--- src/rtl/mux_scan_pkg.sv ---
// Shared types and constants for the 4-channel mux scan sequencer.
package mux_scan_pkg;

  localparam int NCH  = 4;
  localparam int SELW = 2;
  localparam int CNTW = 4;

  localparam logic [SELW-1:0] LAST_IDX = SELW'(NCH - 1);

  typedef enum logic [1:0] {
    ST_IDLE,
    ST_SETTLE,
    ST_CAPTURE
  } state_t;

endpackage

--- src/rtl/mux_scan_settle_cnt.sv ---
// Loadable down-counter with a zero flag; times the select settle interval.
module mux_scan_settle_cnt
  import mux_scan_pkg::*;
(
  input  logic            i_clk,
  input  logic            i_rst_n,
  input  logic            i_load,
  input  logic [CNTW-1:0] i_load_val,
  input  logic            i_dec,
  output logic            o_zero
);

  logic [CNTW-1:0] r_cnt;

  // Load takes priority so a reload on the capture edge is never lost.
  always_ff @(posedge i_clk or negedge i_rst_n) begin
    if (!i_rst_n) begin
      r_cnt <= '0;
    end else if (i_load) begin
      r_cnt <= i_load_val;
    end else if (i_dec && (r_cnt != '0)) begin
      r_cnt <= r_cnt - CNTW'(1);
    end
  end

  assign o_zero = (r_cnt == '0);

endmodule

--- src/rtl/mux_scan_ctrl.sv ---
// Scans a 4-to-1 mux frame by frame and holds one capture per channel.
// Optional change-detect output o_chg is built when MUX_SCAN_CHG_DET_EN is defined.
module mux_scan_ctrl
  import mux_scan_pkg::*;
#(
  parameter int W      = 4,
  parameter int SETTLE = 2
) (
  input  logic         i_clk,
  input  logic         i_rst_n,
  input  logic         i_start,
  input  logic         i_cont,
  input  logic [W-1:0] i_mux_f,
  output logic         o_sel_s1,
  output logic         o_sel_s0,
  output logic [W-1:0] o_ch0,
  output logic [W-1:0] o_ch1,
  output logic [W-1:0] o_ch2,
  output logic [W-1:0] o_ch3,
  output logic         o_sample_valid,
  output logic [1:0]   o_sample_ch,
  output logic         o_busy,
`ifdef MUX_SCAN_CHG_DET_EN
  output logic [3:0]   o_chg,
`endif
  output logic         o_done
);

  localparam logic [CNTW-1:0] RELOAD = CNTW'(SETTLE - 1);

  state_t            r_state;
  logic [SELW-1:0]   r_idx;
  logic [W-1:0]      r_ch [NCH];
  logic              r_sample_valid;
  logic [SELW-1:0]   r_sample_ch;
  logic              r_busy;
  logic              r_done;
`ifdef MUX_SCAN_CHG_DET_EN
  logic [NCH-1:0]    r_chg;
`endif

  logic              w_load;
  logic              w_dec;
  logic              w_zero;

  // Reload on accepted start and on every capture that continues scanning.
  assign w_load = ((r_state == ST_IDLE) && i_start) ||
                  ((r_state == ST_CAPTURE) && ((r_idx != LAST_IDX) || i_cont));
  assign w_dec  = (r_state == ST_SETTLE);

  mux_scan_settle_cnt u_settle_cnt (
    .i_clk      (i_clk),
    .i_rst_n    (i_rst_n),
    .i_load     (w_load),
    .i_load_val (RELOAD),
    .i_dec      (w_dec),
    .o_zero     (w_zero)
  );

  always_ff @(posedge i_clk or negedge i_rst_n) begin
    if (!i_rst_n) begin
      r_state        <= ST_IDLE;
      r_idx          <= '0;
      r_sample_valid <= 1'b0;
      r_sample_ch    <= '0;
      r_busy         <= 1'b0;
      r_done         <= 1'b0;
      for (int i = 0; i < NCH; i++) r_ch[i] <= '0;
`ifdef MUX_SCAN_CHG_DET_EN
      r_chg          <= '0;
`endif
    end else begin
      r_sample_valid <= 1'b0;
      r_done         <= 1'b0;
      case (r_state)
        ST_IDLE: begin
          if (i_start) begin
            r_state <= ST_SETTLE;
            r_idx   <= '0;
            r_busy  <= 1'b1;
`ifdef MUX_SCAN_CHG_DET_EN
            r_chg   <= '0;
`endif
          end
        end
        ST_SETTLE: begin
          if (w_zero) r_state <= ST_CAPTURE;
        end
        ST_CAPTURE: begin
          r_ch[r_idx]    <= i_mux_f;
          r_sample_valid <= 1'b1;
          r_sample_ch    <= r_idx;
`ifdef MUX_SCAN_CHG_DET_EN
          r_chg[r_idx]   <= (i_mux_f != r_ch[r_idx]);
`endif
          if (r_idx != LAST_IDX) begin
            r_idx   <= r_idx + SELW'(1);
            r_state <= ST_SETTLE;
          end else begin
            r_done <= 1'b1;
            if (i_cont) begin
              r_idx   <= '0;
              r_state <= ST_SETTLE;
            end else begin
              r_state <= ST_IDLE;
              r_busy  <= 1'b0;
            end
          end
        end
        default: begin
          r_state <= ST_IDLE;
          r_busy  <= 1'b0;
        end
      endcase
    end
  end

  assign o_sel_s1       = r_idx[1];
  assign o_sel_s0       = r_idx[0];
  assign o_ch0          = r_ch[0];
  assign o_ch1          = r_ch[1];
  assign o_ch2          = r_ch[2];
  assign o_ch3          = r_ch[3];
  assign o_sample_valid = r_sample_valid;
  assign o_sample_ch    = r_sample_ch;
  assign o_busy         = r_busy;
  assign o_done         = r_done;
`ifdef MUX_SCAN_CHG_DET_EN
  assign o_chg          = r_chg;
`endif

endmodule
--- config.mk ---
export PLATFORM = sky130hd
export DESIGN_NAME = mux_scan_ctrl
export DESIGN_NICKNAME = d
export VERILOG_FILES = /design/src/rtl/mux_scan_pkg.sv /design/src/rtl/mux_scan_settle_cnt.sv /design/src/rtl/mux_scan_ctrl.sv
export SDC_FILE = /design/constraint.sdc
export NUM_CORES = 1
export LEC_CHECK = 0
export ABC_AREA = 1
export BUFFER_PORTS_ARGS = -buffer_cell sky130_fd_sc_hd__clkbuf_2
export CORE_MARGIN = 3
export CORE_UTILIZATION = 46
export DETAILED_ROUTE_END_ITERATION = 12
export PLACE_DENSITY_LB_ADDON = 0.3
export SYNTH_ARGS = -nofsm -noshare
export SYNTH_HDL_FRONTEND = slang
export SYNTH_SLANG_ARGS = --single-unit
export TNS_END_PERCENT = 100
--- constraint.sdc ---
create_clock -name i_clk -period 1.15 [get_ports i_clk]
set_clock_uncertainty 0.05 [all_clocks]
set_input_delay 0.0575 -clock i_clk [delete_from_list [all_inputs] [get_ports i_clk]]
set_output_delay 0.0575 -clock i_clk [all_outputs]
set_load 0.1 [all_outputs]
== After elaboration in Yosys (flattened, before gate mapping) ==
Index checks and enable logic that the tools add are counted.

* Output and inout bits: 23
* Register bits after elaboration: 29

* Reductions and logical operators: 14
* Equal/unequal tests: 8
* Order comparisons: 2
* Bitwise logic cells: 2
* Mux-type cells: 21
* Add/sub/neg operators: 2

{| class="wikitable"
|+ Operators by type and width
! operator !! count
|-
| 16-bit bitwise mux || 1
|-
| 4-bit 2-to-1 mux || 3
|-
| 2-bit 2-to-1 mux || 5
|-
| 2-bit inequality test, second input constant || 5
|-
| 4-bit demux with 2-bit select || 1
|-
| 1-bit 2-to-1 mux || 8
|-
| 2-bit one-hot mux with 3 select lines || 1
|-
| 1-bit logical AND || 4
|-
| 4-bit zero test || 1
|-
| 2-bit one-hot mux with 2 select lines || 1
|-
| 4-bit AND reduction || 1
|-
| 2-bit nonzero test || 2
|-
| 4-bit nonzero test || 1
|-
| 4-bit by 1-bit subtractor with 4-bit output, second input constant || 1
|-
| 3-bit greater-or-equal comparator, second input constant || 1
|-
| 3-bit by 1-bit < comparator with 1-bit output, second input constant || 1
|-
| 3-bit by 2-bit inequality test with 1-bit output, second input constant || 1
|-
| 2-bit inverter with 3-bit output || 1
|-
| 1-bit one-hot mux with 3 select lines || 1
|-
| 3-bit AND reduction || 1
|-
| 2-bit by 1-bit adder with 2-bit output, second input constant || 1
|-
| 2-bit by 1-bit equality test with 1-bit output, second input constant || 1
|-
| 2-bit equality test, second input constant || 1
|-
| 2-bit zero test || 1
|-
| 3 further kinds || 4
|}

== Longest topological paths before layout ==
Gate-level depths: netlist of run 1.

* Depth after elaboration: 6
* Gate-level depth with buffers: 7

== Cells and area by module ==
Synthesis of run 1 repeated with hierarchy kept, for this count alone.

* Cell total of the unflattened synthesis: 149
* Area total of the unflattened synthesis: 1342.5 um^2

{| class="wikitable"
|+ Modules (own cells, without submodules)
! module !! instances !! area an instance (um^2) !! cells an instance
|-
| mux_scan_ctrl || 1 || 1047.3 || 103
|-
| mux_scan_settle_cnt || 1 || 295.3 || 46
|}

== Worst setup path after synthesis of run 1 ==
Ideal clock, no wire load.

* Kind: reg2reg
* Start point: register r_idx[0]
* End point: register u_settle_cnt.r_cnt[1]
* Buffers on the path: 0
* Cell stages (with the launch flop): 8
* Slack: -748 ps
* Clock period less this slack: 1898 ps
* Data arrival time: 1771 ps
* Setup time: 77 ps
* Cells stage by stage: dfrtp_1 -> ha_1 -> nand2_1 -> nand2_1 -> nand2_2 -> inv_1 -> nand2_1 -> a21oi_1

* Longest elaborated chain between the ends: 5
* Elaborated cells between the ends (all ways): 6

{| class="wikitable"
|+ RTL lines
! what !! RTL line !! source
|-
| from (decl) || mux_scan_ctrl.sv:32 || <nowiki>logic [SELW-1:0] r_idx;</nowiki>
|-
| from (signal assigned) || mux_scan_ctrl.sv:97 || <nowiki>r_idx <= r_idx + SELW'(1);</nowiki>
|-
| 2-bit inequality test * || mux_scan_ctrl.sv:48 || <nowiki>((r_state == ST_CAPTURE) && ((r_idx != LAST_IDX) || i_cont));</nowiki>
|-
| 1-bit logical OR * || mux_scan_ctrl.sv:48 ||
|-
| 1-bit logical AND * || mux_scan_ctrl.sv:48 ||
|-
| 1-bit logical OR * || mux_scan_ctrl.sv:47 || <nowiki>assign w_load = ((r_state == ST_IDLE) && i_start) ||</nowiki>
|-
| 4-bit 2-to-1 mux / 2-bit nonzero test (equally long branches) || n/a ||
|-
| to (signal assigned) || mux_scan_settle_cnt.sv:20 || <nowiki>r_cnt <= i_load_val;</nowiki>
|-
| to (signal assigned) || mux_scan_settle_cnt.sv:22 || <nowiki>r_cnt <= r_cnt - CNTW'(1);</nowiki>
|-
| to (decl) || mux_scan_settle_cnt.sv:13 || <nowiki>logic [CNTW-1:0] r_cnt;</nowiki>
|}

Every way passes the cells marked *; elsewhere a longest branch is shown, timed or not.
A chain may end at the register's enable or synchronous reset.

== Final worst setup path of run 1 ==
* Start point: register r_idx[1]
* End point: register u_settle_cnt.r_cnt[3]

Same word-level chain as after synthesis.

==> results of run 1 <==
==> layout by cell type (no fill, tap or decap), drive strengths merged <==
cell | synthesis | routed
buf | 1 | 40
nand2 | 36 | 37
dfrtp | 29 | 29
o21ai | 17 | 17
inv | 15 | 15
clkbuf | 0 | 14
nor2 | 8 | 8
nand3 | 7 | 7
ha | 5 | 5
dlygate4sd3 | 0 | 4
a21oi | 3 | 3
nand4 | 2 | 2
o21a | 1 | 1
o22ai | 1 | 1
clkinv | 0 | 1
==> critical path: cells and delay by family, from the launching register on <==
family / cells / cell delay [ns]
DFF: 1 / 0.53
buffers and inverters: 1 / 0.06
adders and majority gates: 1 / 0.19
and+or+nand+nor: 5 / 0.35
==> per-layer routing <==
layer,GRT usage [%],part of all wire [%],vias to the layer above
li1,-,-,520
met1,29.9,36,566
met2,41.0,51,77
met3,6.24,8.1,20
met4,11.6,4.5,0
met5,0,0,-
==> kinds of logic (layout without fill, tap and decap cells) <==
group / after synthesis / after routing / synth area share [%]
fa+ha+maj: 5 / 5 / 5.00
simple gates: 53 / 54 / 20.2
compound gates: 22 / 22 / 11.5
buf+inv: 16 / 74 / 5.39
flops: 29 / 29 / 57.9
==> cell usage after synthesis, types with 2 or more instances <==
| cell | n |
|---|---|
| inv_1 | 14 |
| nand2_1 | 29 |
| nand3_1 | 7 |
| dfrtp_1 | 29 |
| nand2_4 | 4 |
| nor2_1 | 7 |
| nand4_1 | 2 |
| ha_1 | 5 |
| o21ai_2 | 8 |
| nand2_2 | 3 |
| o21ai_1 | 8 |
| a21oi_1 | 3 |
==> path summary, 6_finish.rpt <==
| check | end | cells past startpoint | startpoint |
|---|---|---|---|
| min in group asynchronous | o_ch0[3]$_DFFE_PN0P_ | 3 | i_rst_n |
| hold reg to reg | o_ch3[1]$_DFFE_PN0P_ | 2 | o_ch3[1]$_DFFE_PN0P_ |
| setup / recovery | u_settle_cnt.r_cnt[3]$_DFFE_PN0P_ | 7 | r_idx[1]$_DFFE_PN0P_ |
| hold / removal | o_ch0[2]$_DFFE_PN0P_ | 3 | i_mux_f[2] |
| setup reg to reg | u_settle_cnt.r_cnt[3]$_DFFE_PN0P_ | 7 | r_idx[1]$_DFFE_PN0P_ |
| max in group asynchronous | r_idx[1]$_DFFE_PN0P_ | 3 | i_rst_n |
==> per-stage QoR <==
stage | hold WS [ns] | instance area [µm²] | power (mW)
6_report | -0.00910 | 2260 | 7.34
4_1_cts | 0.00601 | 2130 | 6.84
3_5_place_dp | 0.0288 | 1940 | 5.96
2_1_floorplan | -0.288 | 1280 | 4.22
3_3_place_gp | 0.0253 | 1940 | 5.81
5_1_grt | 0.00686 | 2260 | 7.59
==> state kept, by name, summed over array words and instances, names as in the netlist, 2 cells and up <==
register and flops:
o_ch0 4, o_ch1 4, o_ch2 4, o_ch3 4, u_settle_cnt.r_cnt 4, o_sample_ch 2
r_idx 2, r_state 2
==> repair_timing <==
action	CTS	global route
hold endpoints to repair	33	0
setup endpoints to repair	26	27
resized for setup	19	32
hold buffers	4	0
pin swaps	4	6
buffers inserted	0	1
cloned	1	0
==> layout make-up <==
class / count / area (µm²)
clock buffers: 7 / 65.1
clock inverters: 1 / 5.00
fillers: 109 / 265
inverters: 15 / 61.3
multi-input cells: 81 / 646
flip-flops and latches: 29 / 741
well taps: 30 / 37.5
repair buffers: 51 / 702
==> power breakdown <==
part / internal (mW) / switching [mW]
logic: 1.72 / 3.09
clock network: 0.354 / 0.391
registers: 1.38 / 0.406
==> flow_summary.toml, run 1 <==
[outcome]
status = "complete, but fails checks"
violations = "negative hold slack, negative setup slack"

[die]
dieArea_um2 = 3380
rows = 18
die_width_um = 58.2
start_util_pct = 49.7
fp.dieH_um = 58.2
core_region_area_um2 = 2520
ioPinCount = 31

[global_route]
grt_pass1_wl_um = 6090
antenna_found_initial = 0
grt_overflow = 0
groute.usage.overall_pct = 24.6
grt_max_degree = 30
grt_pass1_vias = 1239

[critical_path]
worstSetupStartpointType = "register"
critPathMaxFanout = 5
crit_top_cell = "nand2_4"
crit_slowest_cell = "dfrtp_4"
critPathRequiredTime_ns = 1.34
worst_path_largest_cell_delay_ns = 0.53
worstPathArrival_ns = 1.48
crit_type = "register to register"
endpoint_kind = "register"
path_cells = "ha_4 -> nand2_4 -> nand2_4 -> nand2_4 -> inv_6 -> nand2_2 -> nor2_2"
r2r_slack_ns = -0.14

[clocking]
cts_sinks = 29
cts.path.max_buffers = 2
ctsHtreeMaxLevel = 2
cts_buffers = 5
root_buffer = "clkbuf_4"
cts_tree = "yes"
clock_latency_ns = 0.34
clk_pin_slew_ns = 0.11

[power_and_ir_drop]
p_per_area_nw_per_um2 = 3250
leakage_nw = 1.08
peakVddDrop_uv = 2890

[yosys]
synth_warnings = 0
yosys-top-cells-area = "dfrtp_1 58%, nand2_1 8.7%, o21ai_2 5.6%, ha_1 5.0%, inv_1 4.2%"
synth_top_area_cell = "dfrtp_1"
ys_seq_area_share_pct = 57.9
yosys.cell_types.count = 18
ys_ff_latch = 29
avgSynthCellArea_um2 = 10.0
synth_edf_count = 0
netlist_instances = 125
async_reset_ff_share_pct = 100
synth_area_um2 = 1250
synth_fp_nets = 138
yosysTopAreaCellShare_pct = 57.9
synth-main-ff-cell = "dfrtp_1"

[drt]
vias_per_cell = 5.53
vias = 1183
wire_per_inst_um = 20.9
dr.pass1.iters = 4
drc = 0
totalWireLength_um = 4470
drtIter0Drc = 32
postRouteAntennaNets = 0

[timing]
post-route-period-util_pct = 113
fin_ws_ns = -0.144
whs_ns = -0.00910
rsz0062_at_grt = "yes"
setup_viol_count_final = 28
fmax_ghz = 0.773
slew_headroom_pct = 74.7
fin_setup_tns_ns = -2.39
finalHoldViolCount = 3
maxSlewViolCount = 0
finalCriticalPeriod_ns = 1.29
tightestPinTransition_ns = 0.380

[final_layout]
nNetsFinal = 196
drive_above_1_share_pct = 62.0
fin_cells = 214
diodes = 0
syn2layout_area_growth_pct = 80.2
fin_util_pct = 89.5

[placed_design]
dp.cells = 200
dp_slack_ns = -0.203
dpl.hpwl_um = 2180
portBuffers = 30
gp_congestion = 0.729

[worst_hold_path]
hp-class = "input port to register"

[flow_run]
maxCapViolCount = 0
(Power assumes the default switching activity.)
==> run 2, diff against run 1 <==
--- a/config.mk
+++ b/config.mk
@@ -7,6 +7,7 @@
 export LEC_CHECK = 0
 export ABC_AREA = 1
 export BUFFER_PORTS_ARGS = -buffer_cell sky130_fd_sc_hd__clkbuf_2
+export CORE_ASPECT_RATIO = 0.7
 export CORE_MARGIN = 3
 export CORE_UTILIZATION = 46
 export DETAILED_ROUTE_END_ITERATION = 12
==> run 2 against run 1 <==
  * The run ends with negative setup slack left
  * Final cell count up 2.3%
  * First-iteration DRC count up 110%
  * Clock power up 14%
  * Sequential cell count unchanged
  * Cell area up 1.1%
  * Wire length up 17%
  * Sequential power about the same
  * Die area up 0.29%
  * Via count up 6.2%
  * Setup slack worse by 0.016 ns
  * Critical path depth down 1
  * Non-clock buffer count up 1
  * Largest power group unchanged
==> flow_summary.toml, run 2 (synthesis results as in run 1) <==
[power_and_ir_drop]
p_int_mw = 3.64
leakage_nw = 1.10
p_per_area_nw_per_um2 = 3390
p_seq_share_pct = 23.5
p_sw_share_pct = 52.9
combPwrFrac_pct = 65.5
peakVddDrop_uv = 2640
pwr-share-clk_pct = 11.0
p_sw_mw = 4.08

[die]
ioPinCount = 31
start_util_pct = 49.4
rows = 15
fp.dieH_um = 49.7
dieArea_um2 = 3390
die_width_um = 68.4
core_region_area_um2 = 2530

[worst_hold_path]
holdCritStartpoint = "i_mux_f[2]"
hp-class = "input port to register"
hold_depth = 3

[drt]
totalWireLength_um = 5240
vias = 1256
wire_per_inst_um = 23.9
drtIter0Drc = 68
drc = 0
dr.pass1.iters = 4
postRouteAntennaNets = 0
vias_per_cell = 5.74

[final_layout]
drive_above_1_share_pct = 62.2
fin_util_pct = 90.0
final_area_um2 = 2280
syn2layout_area_growth_pct = 82.1
final_common_cell = "buf_12"
nNetsFinal = 197
diodes = 0
fin_cells = 219
final_cell_mix = "24 x buf_12, 20 x dfrtp_1, 16 x nand2_1"

[flow_run]
maxCapViolCount = 0

[critical_path]
worstSetupStartpoint = "u_settle_cnt.r_cnt[1]$_DFFE_PN0P_"
endpoint_kind = "register"
r2r_cells = 6
worstPathArrival_ns = 1.47
path_cells = "inv_2 -> ha_4 -> nand3_4 -> nand3_1 -> nand2_4 -> a21oi_2"
worst_path_largest_cell_delay_ns = 0.38
worstSetupStartpointType = "register"
crit_type = "register to register"
critPathRequiredTime_ns = 1.31
crit_slowest_cell = "dfrtp_1"
critPathMaxFanout = 6
r2r_start = "u_settle_cnt.r_cnt[1]$_DFFE_PN0P_"

[timing]
fmax_ghz = 0.763
fin_setup_tns_ns = -2.68
tightestPinTransition_ns = 0.368
whs_ns = 0.0369
finalCriticalPeriod_ns = 1.31
fin_ws_ns = -0.161
finalHoldViolCount = 0
setup_viol_count_final = 30
slew_headroom_pct = 75.5
maxSlewViolCount = 0
post-route-period-util_pct = 114
rsz0062_at_grt = "yes"

[placed_design]
gp_congestion = 0.749
placed_area_um2 = 1940
dpl.hpwl_um = 2470
portBuffers = 30
dp.cells = 204

[clocking]
cts_buffers = 5
ctsHtreeMaxLevel = 2
clock_latency_ns = 0.29
clk_pin_slew_ns = 0.07
cts_sinks = 29
cts.path.max_buffers = 2
root_buffer = "clkbuf_8"
cts_tree = "yes"

[global_route]
grt_overflow = 0
grt_max_degree = 30
groute.usage.overall_pct = 28.1
antenna_found_initial = 0
grt_pass1_wl_um = 6740
grt_pass1_vias = 1285

[outcome]
violations = "negative setup slack"
status = "complete, but fails checks"
==> run 2: critical path, delay by kind of cell, from the launching register on <==
kind	cells	cell delay [ns]
flip-flops	1	0.38
AND/OR/NAND/NOR	3	0.37
adder cells (fa/ha/maj)	1	0.17
buffers and inverters	1	0.11
AO/OA/AOI/OAI	1	0.14
==> run 2: worst paths after layout <==
check,slack [ns],endpoint
worst max-delay path,-0.16,u_settle_cnt.r_cnt[1]$_DFFE_PN0P_
worst min-delay path,0.04,o_ch3[2]$_DFFE_PN0P_
worst max register to register,-0.16,u_settle_cnt.r_cnt[1]$_DFFE_PN0P_
worst min register to register,0.48,o_ch3[2]$_DFFE_PN0P_
max in group asynchronous,0.49,r_idx[1]$_DFFE_PN0P_
min in group asynchronous,0.25,o_sample_valid$_DFF_PN0_
==> run 2: layer usage <==
metal | vias to the layer above | GRT usage (%) | share of wire, %
li1 | 519 | - | -
met4 | 0 | 12.9 | 3.3
met1 | 633 | 34.0 | 39
met5 | - | 0 | 0
met3 | 18 | 7.06 | 8.0
met2 | 86 | 46.4 | 50
==> run 2: per-stage QoR <==
stage | setup slack, ns | total power, mW
4_1_cts | -0.103 | 7.08
5_1_grt | -0.216 | 7.94
3_5_place_dp | -0.220 | 5.97
2_1_floorplan | -0.212 | 4.22
6_report | -0.161 | 7.72
3_3_place_gp | -0.0803 | 5.81
==> run 2: cell type report <==
class,count,area (µm²)
Clock buffer,8,80.1
Fill cell,92,253
Inverter,15,63.8
Multi-Input combinational cell,81,648
Sequential cell,29,742
Tap cell,34,42.5
Timing Repair Buffer,52,704
==> run 2: what timing repair did <==
item	in CTS	in global routing
hold buffers	2	0
buffers inserted	0	4
setup endpoints to repair	28	29
resized for setup	35	18
cloned	1	0
endpoints found under the hold margin	30	0
pin swaps	6	6
==> run 2: power groups by stage <==
stage	clock network, mW	logic, mW	registers, mW
final	0.852	5.06	1.81
after global routing	0.909	5.20	1.83
after CTS	0.808	4.53	1.75
after detailed placement	0	4.23	1.75
after global placement	0	4.09	1.72
after floorplan	0	0.804	3.42
==> run 3, diff against run 2 <==
--- a/config.mk
+++ b/config.mk
@@ -9,10 +9,11 @@
 export BUFFER_PORTS_ARGS = -buffer_cell sky130_fd_sc_hd__clkbuf_2
 export CORE_ASPECT_RATIO = 0.7
 export CORE_MARGIN = 3
-export CORE_UTILIZATION = 46
+export CORE_UTILIZATION = 47
 export DETAILED_ROUTE_END_ITERATION = 12
 export PLACE_DENSITY_LB_ADDON = 0.3
 export SYNTH_ARGS = -nofsm -noshare
 export SYNTH_HDL_FRONTEND = slang
+export SYNTH_HIERARCHICAL = 1
 export SYNTH_SLANG_ARGS = --single-unit
 export TNS_END_PERCENT = 100
==> run 3 against run 2 <==
  * The flow now stops in 5_1_grt
  * Synthesized area increased by 7.2%
  * Synthesized cell count rose by 19%
==> flow_summary.toml, run 3 <==
[global_route]
antenna_found_initial = 0
grt_max_degree = 18

[die]
start_util_pct = 51.8
ioPinCount = 31
fp.dieH_um = 50.7
rows = 15
die_width_um = 69.9

[clocking]
cts_sinks = 29
ctsHtreeMaxLevel = 2
root_buffer = "clkbuf_8"
cts_buffers = 5
cts.path.max_buffers = 2

[yosys]
synthAdderAreaFrac_pct = 4.66
ys_ff_latch = 29
yosys-top-cells-count = "47 x nand2_1, 29 x dfrtp_1, 16 x inv_1"
ys_seq_area_share_pct = 54.1
netlist_instances = 149
synth_edf_count = 0
yosys.cell_types.count = 20
synth_warnings = 6
synthSimpleGateAreaFrac_pct = 26.1
synth_top_area_cell = "dfrtp_1"
yosys.area_share.xor_xnor_pct = 0
async_reset_ff_share_pct = 100
synth_area_um2 = 1340
yosysMostFrequentCell = "nand2_1"
synth_top_family_by_area = "simple AND/OR/NAND/NOR gates"
yosysTopAreaCellShare_pct = 54.1
synth.mux.area_fraction_pct = 0
synth-main-ff-cell = "dfrtp_1"
synth_compound_area_share_pct = 9.32
avgSynthCellArea_um2 = 9.01
yosys-top-cells-area = "dfrtp_1 54%, nand2_1 13%, o21ai_1 5.2%, ha_1 4.7%, inv_1 4.5%"

[placed_design]
placed_area_um2 = 2100
dpl.hpwl_um = 2450
dp_slack_ns = -0.217
portBuffers = 30
gp_congestion = 0.816

[timing]
crit_endpoint = "u_settle_cnt/r_cnt[3]$_DFFE_PN0P_/D"
worst_endpoint_kind = "sequential cell input"

[outcome]
status = "stopped before the end"
stop_stage = "5_1_grt"
error_message = "[ERROR DPL-0033] detailed placement checks failed during check placement."
==> run 3: what timing repair did <==
item / CTS
buffers inserted: 13
setup endpoints to repair: 30
cloned: 1
pin swaps: 8
hold endpoints to repair: 30
hold buffers: 2
gates resized for setup: 33
==> run 3: metrics by stage <==
step,std cells,setup TNS (ns)
global placement,234,-0.912
detailed placement,234,-2.07
floorplan,151,-4.64
CTS,257,-2.55
==> run 3: cells by family after synthesis <==
kind of cell	count (synthesis)
flip-flops	29
adder cells (fa/ha/maj)	5
buffers and inverters	19
other	2
AND/OR/NAND/NOR	72
AO/OA/AOI/OAI	22
==> run 4, diff against run 3 <==
--- a/config.mk
+++ b/config.mk
@@ -7,11 +7,10 @@
 export LEC_CHECK = 0
 export ABC_AREA = 1
 export BUFFER_PORTS_ARGS = -buffer_cell sky130_fd_sc_hd__clkbuf_2
-export CORE_ASPECT_RATIO = 0.7
-export CORE_MARGIN = 3
-export CORE_UTILIZATION = 47
+export CORE_AREA = 3 3 64 66
 export DETAILED_ROUTE_END_ITERATION = 12
-export PLACE_DENSITY_LB_ADDON = 0.3
+export DIE_AREA = 0 0 67 69
+export PLACE_DENSITY_LB_ADDON = 0.15
 export SYNTH_ARGS = -nofsm -noshare
 export SYNTH_HDL_FRONTEND = slang
 export SYNTH_HIERARCHICAL = 1
==> constraint.sdc (replaced) <==
create_clock -name i_clk -period 1.5 [get_ports i_clk]
set_clock_uncertainty 0.05 [all_clocks]
set_input_delay 0.075 -clock i_clk [delete_from_list [all_inputs] [get_ports i_clk]]
set_output_delay 0.075 -clock i_clk [all_outputs]
set_load 0.1 [all_outputs]
==> run 4 against run 3 <==
  * The flow now finishes without violations
  * Synthesized cell count unchanged
  * Synthesized area is the same
==> flow_summary.toml, run 4 <==
[die]
start_util_pct = 36.9
dieArea_um2 = 4620
die_width_um = 67
ioPinCount = 31
core_region_area_um2 = 3630
rows = 22
fp.dieH_um = 69

[clocking]
cts_sinks = 29
cts_buffers = 5
clock_latency_ns = 0.27
ctsHtreeMaxLevel = 2
cts.path.max_buffers = 2
clk_pin_slew_ns = 0.06
cts_tree = "yes"
cts_setup_buffers = 0
root_buffer = "clkbuf_8"

[final_layout]
final_cell_mix = "43 x nand2_1, 30 x clkbuf_2, 27 x dfrtp_1"
syn2layout_area_growth_pct = 28.1
final_common_cell = "nand2_1"
drive_above_1_share_pct = 31.8
nNetsFinal = 204
diodes = 0

[yosys]
yosys.cell_types.count = 20
synth-main-ff-cell = "dfrtp_1"
yosysMostFrequentCell = "nand2_1"
synth_top_area_cell = "dfrtp_1"
yosys-top-cells-area = "dfrtp_1 54%, nand2_1 13%, o21ai_1 5.2%, ha_1 4.7%, inv_1 4.5%"
ys_ff_latch = 29
synth_area_um2 = 1340
synth_warnings = 6
async_reset_ff_share_pct = 100
avgSynthCellArea_um2 = 9.01
netlist_instances = 149
yosysTopAreaCellShare_pct = 54.1
ys_seq_area_share_pct = 54.1
yosys-top-cells-count = "47 x nand2_1, 29 x dfrtp_1, 16 x inv_1"
synth_edf_count = 0

[drt]
vias_per_cell = 4.43
postRouteAntennaNets = 0
dr.pass1.iters = 4
totalWireLength_um = 2650
drc = 0
vias = 1062
wire_per_inst_um = 11.0
drtIter0Drc = 34

[global_route]
groute.usage.overall_pct = 13.2
antenna_found_initial = 0
grt_overflow = 0
grt_pass1_wl_um = 4640
grt_max_degree = 20
grt_pass1_vias = 995

[critical_path]
crit_type = "register to register"
crit_slowest_cell = "dfrtp_4"
path_cells = "ha_4 -> nand2_2 -> nand2_4 -> nand2_8 -> inv_4 -> nand3b_1 -> nand2_1 -> clkinv_1 -> nand2_1"
crit_top_cell = "nand2_1"
worstSetupStartpointType = "register"
critPathTopFamily = "flip-flops"
worst_path_largest_cell_delay_ns = 0.52
critPathRequiredTime_ns = 1.61
worstPathArrival_ns = 1.52
crit_buf_inv = 2
endpoint_kind = "register"
critPathMaxFanout = 8

[timing]
rsz0062_at_grt = "no"
whs_ns = 0.0394
slew_headroom_pct = 63.5
maxSlewViolCount = 0
tightestPinTransition_ns = 0.550
post-route-period-util_pct = 93.6
finalCriticalPeriod_ns = 1.40
finalHoldViolCount = 0
fmax_ghz = 0.713
setup_viol_count_final = 0

[outcome]
status = "finished, final reports clean"

[worst_hold_path]
hp-class = "input port to register"

[placed_design]
dpl.hpwl_um = 2080
gp_congestion = 0.840
portBuffers = 30

[flow_run]
maxCapViolCount = 0
-- run 4: cell counts after synthesis --
No cell type changed its count.
-- run 4: what timing repair did --
action,4_1_cts,5_1_grt
hold buffers,1,0
endpoints found under the setup margin,0,2
endpoints found under the hold margin,29,0
gates resized for setup,0,3
-- run 4: path summary, 6_finish.rpt --
path | slack [ns] | startpoint | endpoint | depth (start not counted)
hold reg to reg | 0.43 | o_ch3[3]$_DFFE_PN0P_ | o_ch3[3]$_DFFE_PN0P_ | 2
setup / recovery | 0.1 | r_idx[0]$_DFFE_PN0P_ | u_settle_cnt/r_cnt[3]$_DFFE_PN0P_ | 9
setup reg to reg | 0.1 | r_idx[0]$_DFFE_PN0P_ | u_settle_cnt/r_cnt[3]$_DFFE_PN0P_ | 9
max in group asynchronous | 0.69 | i_rst_n | o_ch1[0]$_DFFE_PN0P_ | 3
hold / removal | 0.04 | i_start | o_busy$_DFFE_PN0P_ | 3
min in group asynchronous | 0.16 | i_rst_n | r_idx[0]$_DFFE_PN0P_ | 2
-- run 4: cell families (layout without fill, tap and decap cells) --
logic type | count (synthesis) | after routing | share of synthesized area (%)
adders and majority gates | 5 | 5 | 4.66
DFF | 29 | 29 | 54.1
buffers and inverters | 19 | 60 | 5.31
other | 2 | 4 | 0.559
and+or+nand+nor | 72 | 72 | 26.1
AOI/OAI and AO/OA | 22 | 22 | 9.32
-- run 4: layout make-up --
| type | count | area [µm²] |
|---|---|---|
| Clock buffer | 6 | 72.6 |
| Fill cell | 353 | 1910 |
| Tap cell | 48 | 60.1 |
| Inverter | 19 | 73.8 |
| Timing Repair Buffer | 33 | 175 |
| Multi-Input combinational cell | 103 | 594 |
| Sequential cell | 29 | 733 |
| Clock inverter | 2 | 10.0 |
-- run 4: stage by stage --
| stage | cells | area (µm²) | worst slack [ns] | util, % | setup TNS [ns] |
|---|---|---|---|---|---|
| 6_report | 240 | 1720 | 0.0966 | 47.3 | 0 |
| 5_1_grt | 240 | 1720 | 0.00570 | 47.3 | 0 |
| 4_1_cts | 240 | 1700 | 0.0495 | 46.9 | 0 |
| 3_5_place_dp | 231 | 1610 | 0.0633 | 44.3 | 0 |
| 3_3_place_gp | 231 | 1610 | 0.100 | 44.3 | 0 |
| 2_1_floorplan | 151 | 1390 | -0.0375 | - | -0.0646 |
-- run 4: tightest hold or removal path, delay by kind of cell --
family                 cells  cell delay [ns]
AOI/OAI and AO/OA          1             0.06
and+or+nand+nor            1             0.09
buffers and inverters      1             0.10
-- run 4: layer usage --
layer | global-route usage (%) | share of wire, % | routed length, µm | up-vias
li1 | - | - | - | 546
met1 | 16.9 | 45 | 1180 | 482
met2 | 19.3 | 46 | 1220 | 28
met3 | 5.21 | 7.2 | 191 | 6
met4 | 6.08 | 2.2 | 57 | 0
met5 | 0 | 0 | 0 | -
Power of run 4 is not shown: default switching activity piles up to over one toggle a cycle in this logic, so the estimate is an artifact.
